$ cat src/rtl/mem_bus_arbiter_pkg.sv
// Shared constants for the CPU memory-bus arbiter: region patterns, FSM
// state encodings, grant encodings and the decode result record.
package mem_bus_arbiter_pkg;

  localparam logic [20:0] ROM_HI       = 21'h0;
  localparam logic [31:0] RAM_BASE_DEF = 32'h1000_0000;

  localparam logic [1:0] ST_IDLE   = 2'd0;
  localparam logic [1:0] ST_ACCESS = 2'd1;
  localparam logic [1:0] ST_DONE   = 2'd2;

  localparam logic GNT_FETCH = 1'b0;
  localparam logic GNT_DATA  = 1'b1;

  typedef struct packed {
    logic       is_rom;
    logic       is_ram;
    logic       fault;
    logic [8:0] word_idx;
  } dec_t;

endpackage

$ cat src/rtl/mem_addr_decode.sv
// Region decode for one bus address: ROM/RAM hit, fault and word index.
module mem_addr_decode
  import mem_bus_arbiter_pkg::*;
#(
  parameter logic [31:0] RAM_BASE = RAM_BASE_DEF
) (
  input  logic [31:0] addr,
  input  logic        we,
  output dec_t        dec
);

  logic rom_hit;
  logic ram_hit;

  always_comb begin
    rom_hit      = (addr[31:11] == ROM_HI);
    ram_hit      = (addr[31:11] == RAM_BASE[31:11]) && !rom_hit;
    dec.is_rom   = rom_hit;
    dec.is_ram   = ram_hit;
    // ROM is read-only; misaligned or unmapped addresses never reach a memory
    dec.fault    = !(rom_hit || ram_hit) || (addr[1:0] != 2'b00) || (rom_hit && we);
    dec.word_idx = addr[10:2];
  end

endmodule

$ cat src/rtl/mem_bus_arbiter.sv
// Round-robin arbiter sharing instruction ROM and data RAM between the
// fetch and data ports, with per-region wait states and registered outputs.
module mem_bus_arbiter
  import mem_bus_arbiter_pkg::*;
#(
  parameter int unsigned ROM_WS   = 1,
  parameter int unsigned RAM_WS   = 1,
  parameter logic [31:0] RAM_BASE = RAM_BASE_DEF
) (
  input  logic        clk,
  input  logic        rst,
  input  logic        if_req,
  input  logic [31:0] if_addr,
  output logic        if_ack,
  output logic        if_err,
  output logic [31:0] if_rdata,
  input  logic        d_req,
  input  logic        d_we,
  input  logic [31:0] d_addr,
  input  logic [31:0] d_wdata,
  output logic        d_ack,
  output logic        d_err,
  output logic [31:0] d_rdata,
  output logic        rom_nce,
  output logic        rom_re,
  output logic [8:0]  rom_addr,
  input  logic [31:0] rom_dout,
  output logic        ram_nce,
  output logic        ram_re,
  output logic        ram_we,
  output logic [8:0]  ram_addr,
  output logic [31:0] ram_din,
  input  logic [31:0] ram_dout,
  output logic        busy
);

  localparam logic [3:0] ROM_WS_C = 4'(ROM_WS);
  localparam logic [3:0] RAM_WS_C = 4'(RAM_WS);

  logic [1:0]  state, state_n;
  logic        last_grant;
  logic        grant;
  logic        tgt_rom;
  logic        acc_we;
  logic [3:0]  wait_cnt;

  logic        any_req;
  logic        contested;
  logic        pick_data;
  logic [31:0] sel_addr;
  logic        sel_we;
  logic [31:0] rd_src;
  dec_t        dec;

  always_comb begin
    any_req   = if_req | d_req;
    contested = if_req & d_req;
    // on a tie the port that did not win the previous tie goes first
    pick_data = d_req & (~if_req | (last_grant == GNT_FETCH));
    sel_addr  = pick_data ? d_addr : if_addr;
    sel_we    = pick_data & d_we;
    rd_src    = tgt_rom ? rom_dout : ram_dout;
  end

  mem_addr_decode #(.RAM_BASE(RAM_BASE)) u_dec (
    .addr (sel_addr),
    .we   (sel_we),
    .dec  (dec)
  );

  always_comb begin
    state_n = state;
    case (state)
      ST_IDLE:   if (any_req) state_n = dec.fault ? ST_DONE : ST_ACCESS;
      ST_ACCESS: if (wait_cnt == 4'd0) state_n = ST_DONE;
      ST_DONE:   state_n = ST_IDLE;
      default:   state_n = ST_IDLE;
    endcase
  end

  always_ff @(posedge clk or posedge rst) begin
    if (rst) begin
      state      <= ST_IDLE;
      busy       <= 1'b0;
      last_grant <= GNT_DATA;
      grant      <= GNT_FETCH;
      tgt_rom    <= 1'b0;
      acc_we     <= 1'b0;
      wait_cnt   <= 4'd0;
      rom_nce    <= 1'b1;
      rom_re     <= 1'b0;
      rom_addr   <= 9'd0;
      ram_nce    <= 1'b1;
      ram_re     <= 1'b0;
      ram_we     <= 1'b0;
      ram_addr   <= 9'd0;
      ram_din    <= 32'd0;
      if_ack     <= 1'b0;
      if_err     <= 1'b0;
      if_rdata   <= 32'd0;
      d_ack      <= 1'b0;
      d_err      <= 1'b0;
      d_rdata    <= 32'd0;
    end else begin
      state  <= state_n;
      busy   <= (state_n != ST_IDLE);
      if_ack <= 1'b0;
      if_err <= 1'b0;
      d_ack  <= 1'b0;
      d_err  <= 1'b0;
      case (state)
        ST_IDLE: if (any_req) begin
          grant   <= pick_data;
          acc_we  <= sel_we;
          tgt_rom <= dec.is_rom;
          if (contested) last_grant <= pick_data;
          if (dec.fault) begin
            // faulted access: straight to DONE, memories never selected
            if (pick_data) begin
              d_ack <= 1'b1;
              d_err <= 1'b1;
            end else begin
              if_ack <= 1'b1;
              if_err <= 1'b1;
            end
          end else begin
            wait_cnt <= dec.is_rom ? ROM_WS_C : RAM_WS_C;
            rom_nce  <= ~dec.is_rom;
            rom_re   <= dec.is_rom;
            ram_nce  <= ~dec.is_ram;
            ram_re   <= dec.is_ram & ~sel_we;
            ram_we   <= dec.is_ram & sel_we;
            if (dec.is_rom) rom_addr <= dec.word_idx;
            if (dec.is_ram) ram_addr <= dec.word_idx;
            if (dec.is_ram && sel_we) ram_din <= d_wdata;
          end
        end
        ST_ACCESS: begin
          if (wait_cnt != 4'd0) begin
            wait_cnt <= wait_cnt - 4'd1;
          end else begin
            rom_nce <= 1'b1;
            rom_re  <= 1'b0;
            ram_nce <= 1'b1;
            ram_re  <= 1'b0;
            ram_we  <= 1'b0;
            if (grant == GNT_DATA) begin
              d_ack <= 1'b1;
              if (!acc_we) d_rdata <= rd_src;
            end else begin
              if_ack   <= 1'b1;
              if_rdata <= rd_src;
            end
          end
        end
        default: ;
      endcase
    end
  end

endmodule

$ cat config.mk
export PLATFORM = sky130hd
export DESIGN_NAME = mem_bus_arbiter
export DESIGN_NICKNAME = d
export VERILOG_FILES = /design/src/rtl/mem_bus_arbiter_pkg.sv /design/src/rtl/mem_addr_decode.sv /design/src/rtl/mem_bus_arbiter.sv
export SDC_FILE = /design/constraint.sdc
export NUM_CORES = 1
export LEC_CHECK = 0
export BUFFER_PORTS_ARGS = -buffer_cell sky130_fd_sc_hd__buf_2
export CORE_UTILIZATION = 40
export CTS_BUF_LIST = sky130_fd_sc_hd__clkbuf_4
export DETAILED_ROUTE_END_ITERATION = 10
export PLACE_DENSITY = 0.72
export SKIP_CTS_REPAIR_TIMING = 1
export SLEW_MARGIN = 20
export SYNTH_ARGS = -nofsm -noshare
export SYNTH_HDL_FRONTEND = slang
export SYNTH_SLANG_ARGS = --single-unit
export TNS_END_PERCENT = 5
$ cat constraint.sdc
create_clock -name clk -period 6.9 [get_ports clk]
set_input_delay 0.345 -clock clk [delete_from_list [all_inputs] [get_ports clk]]
set_output_delay 0.345 -clock clk [all_outputs]
set_load 0.02 [all_outputs]
After elaboration in Yosys (flattened, before gate mapping)

Index checks and enable logic that the tools add are counted.

Flip-flop bits (word level): 134
Input port bits: 165
Output and inout port bits: 124
Word-level logic and storage cells: 109

$add $sub $neg: 1
Equal/unequal tests: 6
Muxes and demuxes: 41
Bitwise gates (word level): 16
Reduce and logical (&&, ||, !) cells: 24

Operators by type and width:

| operator                                                            | count |
|---|---|
| 32-bit 2-to-1 mux                                                   | 2 |
| 1-bit 2-to-1 mux                                                    | 24 |
| 4-bit AND reduction                                                 | 6 |
| 21-bit by 18-bit == test with 1-bit output (second input constant)  | 1 |
| 21-bit zero test                                                    | 1 |
| 1-bit one-hot mux with 2 select lines                               | 7 |
| 4-bit 2-to-1 mux                                                    | 3 |
| 1-bit inverter                                                      | 9 |
| 2-bit inequality test (second input constant)                       | 4 |
| 4-bit one-hot mux with 2 select lines                               | 1 |
| 2-bit 2-to-1 mux                                                    | 3 |
| 3-bit AND reduction                                                 | 2 |
| 2-bit nonzero test                                                  | 3 |
| 1-bit bitwise AND                                                   | 5 |
| 4-bit zero test                                                     | 1 |
| 2-bit one-hot mux with 2 select lines                               | 1 |
| 4-bit nonzero test                                                  | 1 |
| 4-bit by 1-bit subtractor with 4-bit output (second input constant) | 1 |
| 1-bit logical AND                                                   | 3 |
| 1-bit logical OR                                                    | 3 |
| 2-bit by 1-bit == test with 1-bit output (second input constant)    | 1 |
| 1-bit zero test                                                     | 2 |
| 2-bit zero test                                                     | 1 |
| 1-bit bitwise OR                                                    | 2 |
| 2-bit AND reduction                                                 | 1 |

Longest topological paths before layout

Gate-level depths: netlist of run 1.

Depth in word-level cells: 15
Gate-level depth with buffers: 9
Gate-level depth less buffers: 7

Hierarchy

A second synthesis of run 1 with hierarchy kept.

Cells, all modules: 487
Area, all modules: 5934.4 um^2

By module, submodules not included:

| module          | instances | cells an instance | area an instance (um^2) | sequential area each (um^2) |
|---|---|---|---|---|
| mem_bus_arbiter | 1         | 463               | 5768.0                  | 3357.0 |
| mem_addr_decode | 1         | 24                | 166.4                   | 0.0 |

Least setup slack after synthesis of run 1

No wires, ideal clock.

Path type: reg-to-reg
Start: register last_grant
End: register ram_din[10]
Library setup time: 0.125 ns
Arrival: 2.069 ns
Path slack: 4.707 ns
Stages on the path, launching flop included: 7
Path buffers: 1
Clock period less this slack: 2.193 ns
Cell sequence: dfstp_2 a21boi_4 nand4b_1 o22a_1 nor4b_4 buf_6 mux2_2

Word-level cells in the longest chain between the ends: 13

RTL lines:

| element                                | line                   | text |
|---|---|---|
| start: declaration                     | mem_bus_arbiter.sv:41  | `logic last_grant;` |
| start signal: assignment               | mem_bus_arbiter.sv:116 | `if (contested) last_grant <= pick_data;` |
| 1-bit inverter *                       | mem_bus_arbiter.sv:59  | `pick_data = d_req & (~if_req \| (last_grant == GNT_FETCH));` |
| 1-bit bitwise OR *                     | mem_bus_arbiter.sv:59  |  |
| 1-bit bitwise AND *                    | mem_bus_arbiter.sv:59  |  |
| 32-bit 2-to-1 mux                      | mem_bus_arbiter.sv:60  | `sel_addr = pick_data ? d_addr : if_addr;` |
| 21-bit zero test                       | mem_addr_decode.sv:16  | `rom_hit = (addr[31:11] == ROM_HI);` |
| 1-bit zero test                        | mem_addr_decode.sv:17  | `ram_hit = (addr[31:11] == RAM_BASE[31:11]) && !rom_hit;` |
| 1-bit logical AND                      | mem_addr_decode.sv:17  |  |
| 1-bit logical OR                       | mem_addr_decode.sv:21  | `dec.fault = !(rom_hit \|\| ram_hit) \|\| (addr[1:0] != 2'b00) \|\| (rom_hit && we);` |
| 1-bit zero test                        | mem_addr_decode.sv:21  |  |
| 1-bit logical OR (2 in series)         | mem_addr_decode.sv:21  |  |
| 1-bit inverter (no source line)        | --                     |  |
| 4-bit AND reduction (no source line) * | --                     |  |
| end signal: assignment                 | mem_bus_arbiter.sv:135 | `if (dec.is_ram && sel_we) ram_din <= d_wdata;` |
| end: declaration                       | mem_bus_arbiter.sv:32  | `output logic [31:0] ram_din,` |

Mark *: on every way between the ends. The rest lies on a longest branch, timed or not.
A chain may end at the register's enable or synchronous reset.

Final worst setup path of run 1

Start: register last_grant
End: register ram_din[19]

The elaborated chain is that of the path after synthesis.

==> results.txt, run 1 <==
The flow ran to the end, and the final reports show no timing, DRC or antenna violations. Initial antenna violation count: 1. The internal power is 1.07 mW, and the number of synthesized register bits is 134.

The number of clock buffers added by TritonCTS is 17. Met3 wirelength from detailed routing: 983 µm. STA classifies the critical path endpoint as a flop. After layout, the worst setup slack is 4.30 ns. Measured against its own limit, the worst slew margin works out to 31.5%.

Summing the areas of all compound-gate instances in the mapped netlist gives 8.09% of the synthesized area. Clock-pin slew was measured on the worst setup and hold paths at 0.11 ns. Cells fill 57.1% of the core in the end. Of the total power, registers draw 56.5%. Deepest level of the CTS H-tree: 4.

For the final database, setup skew stands at 0.0102 ns. Power comes to 1.43 mW. The tools report the maximum clock rate as 385 MHz. The worst hold margin was 0.0544 ns. For this design, the sink count on the clock tree is 134.

Final routed DRC violation total: 0. For the global-route usage over all layers, the log shows 20.0%. The cell sitting at the root of the clock tree is a sky130_fd_sc_hd__clkbuf_4. In the final layout, the share of cells above drive strength 1 is 49.9%. The final critical path takes up 37.6% of the cycle. After detailed routing, the average wire length per cell comes to 14.7 µm. The top cell family by delay on the critical path is compound AO/OA/AOI/OAI gates. The final layout contains routed wiring with a total length of 14.1 mm. During synthesis, Yosys emitted a total of 0 warnings. The gate count of the mapped netlist was 457; the power density over cell area was 187 mW/mm². Fill cells in the final layout number 1149. The main combinational cell family by area after synthesis was multiplexers. Once placement finished, the instance area stood at 0.00713 mm². Via count of the first global-routing pass: 4518. From synthesis to final layout, the design area changed by 37.8%.

Net switching power of the design: 351 µW. The initial utilization of the core area, before any placement, comes to 41.5%. Summing the areas of all fa, ha and maj instances in the mapped netlist gives 0.452% of the synthesized area. Wire length of the first global-routing pass: 21.9 mm. After synthesis, the mean cell area works out to 12.1 µm². Of the total power, combinational logic draws 9.4%. The post-detailed-route via-to-cell ratio is 4.86, and the synthesized net count is 624.

The synthesized netlist occupies a cell area of 0.00553 mm². The slowest stage of the critical path belongs to the cell sky130_fd_sc_hd__a21boi_4. The clock period minus final worst setup slack came out at 2.60 ns. The detail route stage leaves a number of antenna-violating nets equal to 0. For this run the aggregate overflow at the end of global routing stands at 0.

Setup violations remaining at the end of the flow were counted as 0. The hold violation total from the final report is 0, and the part of the power in the clock network is 34.0%. For the worst setup path, the data arrival time is 3.00 ns.

Detailed placement ended at an HPWL of 10.7 mm. The area of the die is 0.0143 mm². Across the VDD grid, the largest voltage drop is 0.105 mV. The run gives 195 as the DRC marker count from the first detailed-route iteration.

After synthesis, flip-flops and latches occupy 60.7% of the total area. Detailed routing placed a total of 7.54 mm of wire on met2. After Yosys synthesis, XOR and XNOR cells account for 0.158% of the synthesized area. The run gives 958 as the non-filler instance count after layout. The category of the most critical setup path is flop to flop. Across the run, the number of max-cap violations was 0.

The most prevalent standard cell on the critical path was sky130_fd_sc_hd__nor4b_4. The largest fanout on the critical path is 33, and the count of unique library cells instantiated by Yosys is 36. In this run the static leakage power is 3.79 nW. After routing the design area is 0.00763 mm². The tools report the number of placed I/O pins as 289. The combined buffer and inverter count along the critical path is 1. Including well taps, the total number of placed cells is 902. In this run the vertical extent of the chip is 120 µm. The number of pins with negative max-slew slack in the final report was 0; the deepest clock path buffer count was 2. The delay of the slowest cell on the worst path is 0.49 ns.

The path class of the tightest hold or removal check is input pin to flop. Data on the critical path is required at its endpoint by 7.31 ns. The worst setup timing slack at the placement stage came out at 4.22 ns.

The synthesized netlist devotes 10.0% of its cell area to simple gates. The detailed router put a total of 5.40 mm of wire on met1. The floorplan step set the die width to 120 µm. STA classifies the critical path startpoint as a flop.

Before antenna repair, the detailed router went through 4 iterations. For the pin with the worst max-slew slack, the measured transition is 1.03 ns. The final route contains 4652 vias. TritonCTS built the clock tree. The run gives 0 ns as the setup TNS. The run gives 74 as the largest net degree at the start of global routing.

For the clock latency on the worst-skew pair, the log shows 0.52 ns. The switching part of the total came out at 24.6%. Traced cell by cell, the critical path runs through a21boi_4 > nor4b_4 > o21bai_2 > nor4b_4 > buf_4 > mux2_2. Setup repair after global routing left no endpoint under its margin. The total area inside the core boundary comes to 0.0133 mm². After the last flow step, the layout net total stands at 935.

During placement, the flow inserted port buffers numbering 288. Row generation in the floorplan step produced 42 rows. The portion of netlist area occupied by mux cells works out to 18.4%. At the end of routability-driven placement, the weighted congestion stood at 0.854. After detailed routing, no signal wire sits above met4.
area by class of cell:
class,count,area [µm²],share of cell area [%]
flip-flops and latches,134,3360,44.0
multi-input cells,297,2060,27.0
repair buffers,315,1700,22.3
well taps,176,220,2.89
clock inverters,15,138,1.80
clock buffers,17,128,1.67
inverters,3,16.3,0.213
diodes,1,2.50,0.0328
cell usage after synthesis:
cell | n | area share, %
sky130_fd_sc_hd__a21boi_4 | 1 | 0.34
sky130_fd_sc_hd__a21oi_1 | 34 | 3.1
sky130_fd_sc_hd__and3_1 | 1 | 0.11
sky130_fd_sc_hd__buf_2 | 2 | 0.18
sky130_fd_sc_hd__buf_6 | 3 | 0.61
sky130_fd_sc_hd__clkbuf_1 | 18 | 1.2
sky130_fd_sc_hd__dfrtp_1 | 131 | 59
sky130_fd_sc_hd__dfstp_2 | 3 | 1.4
sky130_fd_sc_hd__ha_1 | 2 | 0.45
sky130_fd_sc_hd__inv_1 | 3 | 0.20
sky130_fd_sc_hd__mux2_1 | 1 | 0.20
sky130_fd_sc_hd__mux2_2 | 60 | 12
sky130_fd_sc_hd__mux2i_1 | 33 | 6.0
sky130_fd_sc_hd__nand2_1 | 49 | 3.3
sky130_fd_sc_hd__nand2b_1 | 2 | 0.23
sky130_fd_sc_hd__nand3b_1 | 1 | 0.14
sky130_fd_sc_hd__nand4_1 | 1 | 0.11
sky130_fd_sc_hd__nand4b_1 | 2 | 0.32
sky130_fd_sc_hd__nor2_1 | 40 | 2.7
sky130_fd_sc_hd__nor2b_1 | 2 | 0.23
sky130_fd_sc_hd__nor3_1 | 4 | 0.36
sky130_fd_sc_hd__nor4_1 | 10 | 1.1
sky130_fd_sc_hd__nor4b_4 | 2 | 0.86
sky130_fd_sc_hd__o21ai_0 | 39 | 3.5
sky130_fd_sc_hd__o21ai_1 | 1 | 0.090
sky130_fd_sc_hd__o21bai_1 | 1 | 0.14
sky130_fd_sc_hd__o21bai_2 | 1 | 0.20
sky130_fd_sc_hd__o22a_1 | 1 | 0.16
sky130_fd_sc_hd__o22ai_1 | 1 | 0.11
sky130_fd_sc_hd__o31a_1 | 1 | 0.16
sky130_fd_sc_hd__o31ai_1 | 1 | 0.14
sky130_fd_sc_hd__o32ai_1 | 1 | 0.16
sky130_fd_sc_hd__or3_1 | 2 | 0.23
sky130_fd_sc_hd__or3b_1 | 1 | 0.16
sky130_fd_sc_hd__or4_1 | 1 | 0.14
sky130_fd_sc_hd__xor2_1 | 1 | 0.16
worst register-to-register path: stages, from the launching register on:
cell and delay, ns:
sky130_fd_sc_hd__dfstp_2 0.40, sky130_fd_sc_hd__a21boi_4 0.49, sky130_fd_sc_hd__nor4b_4 0.35, sky130_fd_sc_hd__o21bai_2 0.17
sky130_fd_sc_hd__nor4b_4 0.26, sky130_fd_sc_hd__buf_4 0.41, sky130_fd_sc_hd__mux2_2 0.41
sequential cells by signal, indices dropped and copies added, names as in the netlist, 2 cells and up:
name / cells
d_rdata: 32
ram_addr: 9
state: 2
if_rdata: 32
ram_din: 32
rom_addr: 9
wait_cnt: 4
path summary, 6_finish.rpt:
kind | start | endpoint | slack [ns] | cells past startpoint
setup / recovery | last_grant | ram_din[19] | 4.30 | 6
min in group asynchronous | rst | d_rdata[11] | 0.43 | 3
hold reg to reg | d_rdata[24] | d_rdata[24] | 0.49 | 2
setup reg to reg | last_grant | ram_din[19] | 4.30 | 6
hold / removal | d_wdata[8] | ram_din[8] | 0.05 | 2
max in group asynchronous | rst | tgt_rom | 5.11 | 4
power by group through the flow:
| stage | Clock, mW | Sequential, mW | Combinational (mW) |
|---|---|---|---|
| 6_report | 0.485 | 0.806 | 0.134 |
| 3_5_place_dp | 0 | 0.821 | 0.125 |
| 2_1_floorplan | 0 | 0.825 | 0.0525 |
| 4_1_cts | 0.505 | 0.806 | 0.126 |
| 5_1_grt | 0.546 | 0.808 | 0.148 |
| 3_3_place_gp | 0 | 0.821 | 0.122 |
kinds of logic after synthesis:
group,count (synthesis)
compound gates,82
xor+xnor,1
fa+ha+maj,2
buf+inv,26
flops,134
mux,94
simple gates,118
layer usage:
metal	global-route usage (%)	vias up
met1	22.3	2200
li1	-	2225
met2	36.3	207
met3	5.75	20
met4	6.88	0
met5	0	-
layout by cell type, fill, tap and decap left out, drive strengths merged, types with 2 or more instances in the layout:
master / synthesis / routed
buf: 5 / 292
o21bai: 2 / 2
nand2b: 2 / 2
nand4b: 2 / 2
inv: 3 / 4
nor4: 10 / 10
mux2i: 33 / 33
clkinv: 0 / 11
mux2: 61 / 61
nor3: 4 / 4
nand2: 49 / 49
o21ai: 40 / 40
or3: 2 / 2
nor2b: 2 / 2
ha: 2 / 2
bufinv: 0 / 2
dfstp: 3 / 3
nor4b: 2 / 2
a21oi: 34 / 34
dfrtp: 131 / 131
clkbuf: 18 / 17
nor2: 40 / 40
dlygate4sd3: 0 / 23
No activity file was read; power rests on OpenSTA's default activity.
==> run 2: changes to the inputs <==
- ABC_AREA: unset -> 1
- PLACE_DENSITY: 0.72 -> 0.7
- clock period: 6.9 -> 2.6 ns (I/O delays scaled with it)
==> run 2 against run 1 <==
The flow now finishes with violations (hold timing). Flip-flop and latch count unchanged. Sequential power rose to 2.6 times the previous value. Critical endpoint is now ram_din[2]. Critical path type unchanged. First-iteration DRC count grew 36%. Synthesized area increased by 12%. Clock power grew to 3.0 times the previous value. Sequential share of layout area down 8.0 points. Worst hold slack lost 0.063 ns. Design area grew 22%. Power rose to 2.9 times the previous value.
==> results.txt, run 2 <==
The flow ran to the end, but the final reports show violations. The checks that failed: hold timing. For the total number of clock tree sinks, the log shows 134 (unchanged).

The delay of the slowest cell on the worst path was 0.54 ns (+0.05 ns). The dominant cell by count in the synthesized netlist was sky130_fd_sc_hd__nand2_1. The largest registers in the layout are d_rdata (32), if_rdata (32), ram_din (32).

TritonCTS built the clock tree. The slew of the pin with the lowest slew margin was 0.787 ns (-0.240 ns); the deepest clock path buffer count was 2 (unchanged). The clock latency on the worst-skew pair is 0.56 ns (+0.04 ns).

The area of the die is 0.0160 mm² (+12%). The mean instance size in the synthesized netlist was 9.45 µm² (-22%). The type of origin of the critical path is a flop. The run gives 5.07 nW (+34%) as the leakage power. For the overflow left after global routing, the log shows 0 (unchanged). The final routed DRC violation total is 0 (unchanged). The root buffer cell was sky130_fd_sc_hd__clkbuf_4. The post-layout instance area is 0.00932 mm² (+22%). By count the netlist is led by sky130_fd_sc_hd__nand2_1 (264), sky130_fd_sc_hd__dfrtp_1 (131), sky130_fd_sc_hd__mux2_2 (63). The logs give 0.00784 mm² (+10%) for the post-placement cell area and 0.0151 mm² (+13%) for the area of the core.

The fraction of synthesis flops using an asynchronous set or reset pin came out at 100% (unchanged). The count of input and output buffers works out to 288 (unchanged). The logs give 289 (unchanged) for the number of placed I/O pins and 45 (+7.1%) for the total number of placement rows. The initial antenna violation count is 1 (unchanged), and the DRC marker count from the first detailed-route iteration is 266 (+36%). Setup repair after global routing left no endpoint under its margin. The run gives 3.05 ns (-4.26 ns) as the required time of the worst setup path.

The critical path in this run is classified as flop to flop. STA classifies the critical path endpoint as a flop. The largest fanout on the critical path came out at 32 (-3.0%). The run gives 5298 (+17%) as the via count of the first global-routing pass.

The tools report the residual antenna-violating net count after detailed routing as 0 (unchanged). For the max-slew headroom at the worst pin, the log shows 47.4% (+16 points). In this design, the critical path's most frequently occurring cell is sky130_fd_sc_hd__nand2_1. The area added between synthesis and finish came out at 50.6%. The Yosys warning count is 0 (unchanged), and the initial core utilization is 40.9% (-0.58 points). The tools report the number of pins with negative max-slew slack in the final report as 0 (unchanged). The min-delay analysis places its worst path in the category input pin to flop.

Worst-path cell with the longest stage delay: sky130_fd_sc_hd__dfstp_2. In the layout the commonest cells are sky130_fd_sc_hd__buf_2 (288), sky130_fd_sc_hd__nand2_1 (264), sky130_fd_sc_hd__dfrtp_1 (131). The mapped cell area came out at 0.00619 mm² (+12%).

The average wire length per cell after detail routing works out to 15.2 µm (+2.9%). Worst hold margin: -0.00848 ns (-0.0629 ns). The logs give 4 (unchanged) for the detailed-router iteration count before antenna repair and 58 (-22%) for the largest net degree at the start of global routing.

The peak supply drop is 0.244 mV (+130%), and the fraction of layout cells with a size suffix above 1 is 39.3% (-11 points). The clock-pin slew reported for the worst setup and hold paths after clock tree synthesis is 0.11 ns (about the same). The number of flops mapped to enable cells by yosys works out to 0 (unchanged).

The logs give 2.73 ns (-0.27 ns) for the arrival time reported for the critical path endpoint and 0 (unchanged) for the number of failing setup endpoints in the final timing report. The clock period minus final worst setup slack came out at 2.28 ns (-0.315 ns). The hold violation total from the final report is 1 (+1), and the width of the die is 126 µm (+5.7%). The power density over cell area is 439 mW/mm² (+130%), and the number of violations of the max-capacitance limit is 0 (unchanged). The post-detailed-route via-to-cell ratio is 4.94 (+1.8%). The library cell used most frequently in the layout, excluding fill and tap cells, is sky130_fd_sc_hd__buf_2. The dominant register cell in the synthesized netlist was sky130_fd_sc_hd__dfrtp_1. The number of synthesized register bits works out to 134 (unchanged). sky130_fd_sc_hd__dfrtp_1 takes more of the synthesized area than any other cell. Part of the cycle the worst path needs: 87.7% (+50 points). The total half-perimeter wirelength after legalization and detailed placement was 12.3 mm (+15%). Walking the worst path, the cells encountered are nand2_1 > nand2_4 > inv_2 > nor2_2 > nand3_2 > nand2_4 > nand3_1 > nor2_4 > nand3_4 > nand2_1 > nand2_1. The tools report the maximum clock rate as 439 MHz (+14%). The vertical die dimension is 126 µm (+5.7%). The TritonCTS buffer count is 17 (unchanged). Final weighted congestion in routability-driven placement: 0.811 (-5.1%). The global-route usage over all layers is 21.5% (+1.5 points), and the part of the Yosys area used for sequential elements is 54.2% (-6.4 points).

For the synthesized net count, the log shows 822 (+32%). The logs give 0.0169 ns (+0.00671 ns) for the worst clock skew and 4 (unchanged) for the deepest level of the CTS H-tree. The number of antenna diodes is 0 (-1), and the wire length of the first global-routing pass is 26.9 mm (+22%). The total vias in the final route was 6241 (+34%). The count of unique library cells instantiated by Yosys was 35 (-2.8%); the total length of routed wires was 19.1 mm (+36%). Ranked by total cell area, the synthesized netlist is headed by sky130_fd_sc_hd__dfrtp_1 (53%), sky130_fd_sc_hd__nand2_1 (16%), sky130_fd_sc_hd__mux2_2 (11%).

The final-stage net count is 1229 (+31%). The gate count of the mapped netlist came out at 655 (+43%). The setup TNS is 0 ns (unchanged). Share of Yosys cell area claimed by the top area cell type: 53.0% (-6.3 points). For the number of inserted filler cells in the final layout, the log shows 1205 (+4.9%).
-- run 2: metal layers --
metal	vias up	routed length, µm	share of wire, %	track usage, %
met3	36	1550	8.1	5.69
met2	288	9440	49	35.6
met5	-	0	0	0
met1	2939	7770	41	27.5
met4	0	388	2.0	6.95
li1	2978	-	-	-
-- run 2: area by class of cell --
type / instances / area [µm²] / area share, %
timing repair buffer: 421 / 2790 / 29.9
inverter: 23 / 90.1 / 0.966
multi-input combinational: 465 / 2560 / 27.5
tap: 188 / 235 / 2.52
sequential: 134 / 3360 / 36.0
clock inverter: 15 / 163 / 1.74
clock buffer: 17 / 128 / 1.37
-- run 2: per-stage QoR --
| step | power, mW | setup WS, ns | utilization, % | hold slack (ns) | std cells |
|---|---|---|---|---|---|
| 2_1_floorplan | 2.32 | 0.807 | - | 0.279 | 655 |
| 3_3_place_gp | 2.51 | 0.413 | 51.8 | 0.309 | 1112 |
| 3_5_place_dp | 2.52 | 0.333 | 51.8 | 0.306 | 1112 |
| 4_1_cts | 3.97 | 0.314 | 53.7 | -0.318 | 1144 |
| 5_1_grt | 4.28 | 0.133 | 61.6 | 0.0117 | 1263 |
| 6_report | 4.09 | 0.320 | 61.6 | -0.00848 | 1263 |
-- run 2: power breakdown --
part / switching, mW / internal (mW) / total, mW
registers: 0.0101 / 2.10 / 2.12
clock network: 0.804 / 0.652 / 1.46
logic: 0.239 / 0.280 / 0.519
-- run 2: cell families after synthesis --
kind of cell    after synthesis  share of synthesized area [%]
compound gates               10                           1.05
xor+xnor                      1                          0.141
fa+ha+maj                     2                          0.404
buf+inv                      56                           4.49
flops                       134                           54.2
mux                          64                           11.6
simple gates                388                           28.1
-- run 2: final timing paths --
| check | from | endpoint | slack [ns] | cells after the start |
|---|---|---|---|---|
| max in group asynchronous | rst | last_grant | 1.55 | 4 |
| worst max register to register | last_grant | ram_din[2] | 0.32 | 11 |
| worst max-delay path | last_grant | ram_din[2] | 0.32 | 11 |
| min in group asynchronous | rst | d_rdata[29] | 0.24 | 3 |
| worst min-delay path | d_req | last_grant | -0.008 | 3 |
| worst min register to register | if_rdata[24] | if_rdata[24] | 0.47 | 2 |
-- run 2: worst max-delay path, delay by kind of cell (launching register included) --
kind,cells,cell delay [ns]
and+or+nand+nor,10,1.52
DFF,1,0.54
buffers and inverters,1,0.10
==> run 3: changes to the inputs <==
- SYNTH_HIERARCHICAL: unset -> 1
==> run 3 against run 2 <==
The run now ends clean. Via count increased by 12%. Design area increased by 5.1%. Sequential power about the same. Power increased by 2.3%. Wire length increased by 8.4%. Synthesized area increased by 4.7%. Worst hold slack improved by 0.059 ns. Combinational power increased by 17%. Non-clock buffer count increased by 7. Count of clock-buffer cells in the layout increased by 1.
==> results.txt, run 3 <==
Hold violation total from the final report: 0 (-1). The number of inserted filler cells in the final layout is 1372 (+14%). The worst clock skew was 0.0179 ns (+0.000972 ns). The synthesized net count was 1022 (+24%). The final-stage net count came out at 1423 (+16%). The hold path depth came out at 4 (+1).

The slowest stage of the critical path is the sky130_fd_sc_hd__dfstp_2 cell. The tools report the register share of total power as 50.8% (-0.9 points). Walking the worst path, the cells encountered are nand2_4 > nand2_8 > inv_6 > nand2_1 > nand2_1 > nor2_1 > nand2_1 > nor2_4 > nand3_2 > nand2_2 > nand3_2 > inv_2 > o21ai_2 > nor2_4 > buf_12 > buf_12 > nand3_1 > nand2_1. The worst setup timing slack at the placement stage is 0.00432 ns (-0.328 ns). The tools report the root buffer cell as sky130_fd_sc_hd__clkbuf_4. The logs give 0 (unchanged) for the number of pins with negative max-slew slack in the final report and 46.2% (-1.2 points) for the max-slew headroom at the worst pin. Final routed DRC violation total: 0 (unchanged). The maximum clock rate was 398 MHz (-9.3%); the Yosys warning count was 6 (+6).

The tools report the detailed-router iteration count before antenna repair as 5 (+1). The top cell type by total area after synthesis was sky130_fd_sc_hd__dfrtp_1. The post-detailed-route via-to-cell ratio was 4.72 (-4.6%); the number of failing setup endpoints in the final timing report was 0 (unchanged). After synthesis, the most frequently instantiated cells are sky130_fd_sc_hd__nand2_1 (512), sky130_fd_sc_hd__dfrtp_1 (131), sky130_fd_sc_hd__nand3_1 (43). The part of the cycle the worst path needs was 96.7% (+9.0 points); the combinational fraction of design power was 14.6% (+1.9 points). The width of the die came out at 129 µm (+2.3%).

The mean instance size in the synthesized netlist works out to 7.58 µm² (-20%). The clock-pin slew reported for the worst setup and hold paths after clock tree synthesis was 0.12 ns (about the same). The fraction of layout cells with a size suffix above 1 came out at 30.5% (-8.7 points). The vertical die dimension is 129 µm (+2.3%), and the part of the power in the clock network is 34.7% (-0.9 points). The initial core utilization was 40.9% (+0.073 points).

The run finished with clean final reports. The total length of routed wires is 20.7 mm (+8.4%), and the area of the core is 0.0158 mm² (+4.5%). The most used flip-flop cell after synthesis is sky130_fd_sc_hd__dfrtp_1. The number of violations of the max-capacitance limit was 0 (unchanged). TritonCTS built the clock tree.

The type of origin of the critical path is a flop. The logs give 46 (+2.2%) for the total number of placement rows and 3.08 mW (+1.4%) for the internal power. The overall power of the completed layout was 4.19 mW (+2.3%).

The run gives 0.00284 mm² (+11%) as the area of combinational cells with multiple inputs. STA classifies the critical path endpoint as a flop. The worst hold margin was 0.0504 ns (+0.0589 ns). The tools report the residual antenna-violating net count after detailed routing as 0 (unchanged). The largest registers in the layout are d_rdata (32), if_rdata (32), ram_din (32). The mapped cell area is 0.00648 mm² (+4.7%).

The average wire length per cell after detail routing came out at 14.0 µm (-7.8%). The logs give 0.00336 mm² (unchanged) for the sequential standard cell area and 135 (+130%) for the largest net degree at the start of global routing. The peak supply drop is 0.244 mV (+0.15%), and the number of synthesized register bits is 134 (unchanged). The deepest level of the CTS H-tree came out at 4 (unchanged).

For the via count of the first global-routing pass, the log shows 5672 (+7.1%). The power density over cell area was 427 mW/mm² (-2.6%); the required time of the worst setup path was 3.06 ns (about the same). Relative to the synthesized area, the layout overhead comes to 51.2%.

The run gives 7004 (+12%) as the total vias in the final route. The count of input and output buffers works out to 288 (unchanged). The TritonCTS buffer count was 17 (unchanged).

The net switching power of the design was 1.11 mW (+5.2%); the count of unique library cells instantiated by Yosys was 24 (-31%). The setup path with the least slack is of type flop to flop. Initial antenna violation count: 1 (unchanged). Clock period minus final worst setup slack: 2.51 ns (+0.234 ns). The number of cells traversed by the worst register-to-register path came out at 18 (+7). The tools report the number of placed I/O pins as 289 (unchanged). The gate count of the mapped netlist was 855 (+31%); the delay of the slowest cell on the worst path was 0.57 ns (+0.03 ns). The logs give 0 ns (unchanged) for the setup TNS and 355 (+33%) for the DRC marker count from the first detailed-route iteration. For the overflow left after global routing, the log shows 0 (unchanged). By area the synthesized netlist is led by sky130_fd_sc_hd__dfrtp_1 (51%), sky130_fd_sc_hd__nand2_1 (30%), sky130_fd_sc_hd__nand3_1 (3.3%). The share of Yosys cell area claimed by the top area cell type is 50.6% (-2.4 points), and the number of flops mapped to enable cells by yosys is 0 (unchanged).

Deepest clock path buffer count: 2 (unchanged). The final weighted congestion in routability-driven placement came out at 0.808 (-0.30%). Arrival time reported for the critical path endpoint: 2.98 ns (+0.25 ns). The fraction of synthesis flops using an asynchronous set or reset pin was 100% (unchanged).

The wire length of the first global-routing pass was 28.0 mm (+4.2%). The slew of the pin with the lowest slew margin is 0.804 ns (+0.0165 ns). The total half-perimeter wirelength after legalization and detailed placement is 12.5 mm (+1.9%), and the largest fanout on the critical path is 17 (-47%). The total number of clock tree sinks is 134 (unchanged).

The run gives 0.0167 mm² (+4.6%) as the area of the die. For the part of the Yosys area used for sequential elements, the log shows 51.8% (-2.4 points). Setup repair after global routing could not meet its margin everywhere. The most common cell in the synthesized netlist is sky130_fd_sc_hd__nand2_1. The run gives 0.52 ns (-0.04 ns) as the clock latency on the worst-skew pair. The tools report the utilization after layout as 61.9% (+0.36 points). The library cell used most frequently in the layout, excluding fill and tap cells, is sky130_fd_sc_hd__nand2_1. The final critical-path setup slack was 0.0854 ns (-0.234 ns). Type of the worst min-delay path: input pin to flop. The leakage power came out at 5.11 nW (+0.84%).

Counting stages on the worst path, the most repeated cell is sky130_fd_sc_hd__nand2_1. In the layout the commonest cells are sky130_fd_sc_hd__nand2_1 (501), sky130_fd_sc_hd__buf_2 (288), sky130_fd_sc_hd__dfrtp_1 (131). The tools report the global-route usage over all layers as 21.6% (+0.073 points).

The switching part of the total is 26.4% (+0.71 points).
run 3: cell count changes after synthesis, sizes merged, moves of 3 or more:
cell / change
buf: +16
clkbuf: +3
nand4: -44
nor2: -11
o21ai: +33
mux2: -64
nand2: +250
nand3: +26
run 3: area by class of cell:
class | count | area share (%)
flip-flops and latches | 134 | 34.3
repair buffers | 428 | 29.7
multi-input cells | 650 | 29.0
well taps | 216 | 2.76
clock inverters | 13 | 1.62
clock buffers | 18 | 1.38
inverters | 22 | 1.01
repair inverters | 3 | 0.268
diodes | 1 | 0.0255
run 3: per-stage QoR:
stage	instance area (µm²)	std cells
after global placement	7980	1321
after floorplan	6480	855
after CTS	8270	1352
after detailed placement	7980	1321
after global routing	9800	1485
final	9800	1485
run 3: layer usage:
metal  wire [µm]  vias to the layer above  track usage (%)
li1            -                     3443                -
met4         198                        0             6.44
met5           0                        -                0
met1        8890                     3292             28.0
met2       10500                      253             35.7
met3        1120                       16             5.20
run 3: cells by family (layout without fill, tap and decap cells):
group           count (synthesis)  after routing  synth area share, %
simple gates                  605            608                 38.1
compound gates                 40             40                 3.09
buf+inv                        74            484                 6.62
fa+ha+maj                       2              2                0.386
flops                         134            134                 51.8
other cells                     0              1                    0
run 3: final timing paths:
path                             from           end  slack, ns
setup / recovery           last_grant   ram_din[16]       0.09
hold / removal                  d_req    last_grant       0.05
setup reg to reg           last_grant   ram_din[16]       0.09
hold reg to reg               rom_nce       rom_nce       0.48
max in group asynchronous         rst   ram_addr[1]       1.70
min in group asynchronous         rst  if_rdata[23]       0.38
run 3: critical path, delay by kind of cell (launching register included):
kind | cells | cell delay (ns)
DFF | 1 | 0.57
buffers and inverters | 4 | 0.49
and+or+nand+nor | 13 | 1.35
AOI/OAI and AO/OA | 1 | 0.06
run 3: power groups by stage:
stage	combinational (mW)	sequential, mW	clock (mW)
global route	0.674	2.13	1.58
global placement	0.398	2.16	0
finish	0.609	2.12	1.45
CTS	0.402	2.12	1.49
floorplan	0.224	2.17	0
detailed placement	0.401	2.16	0
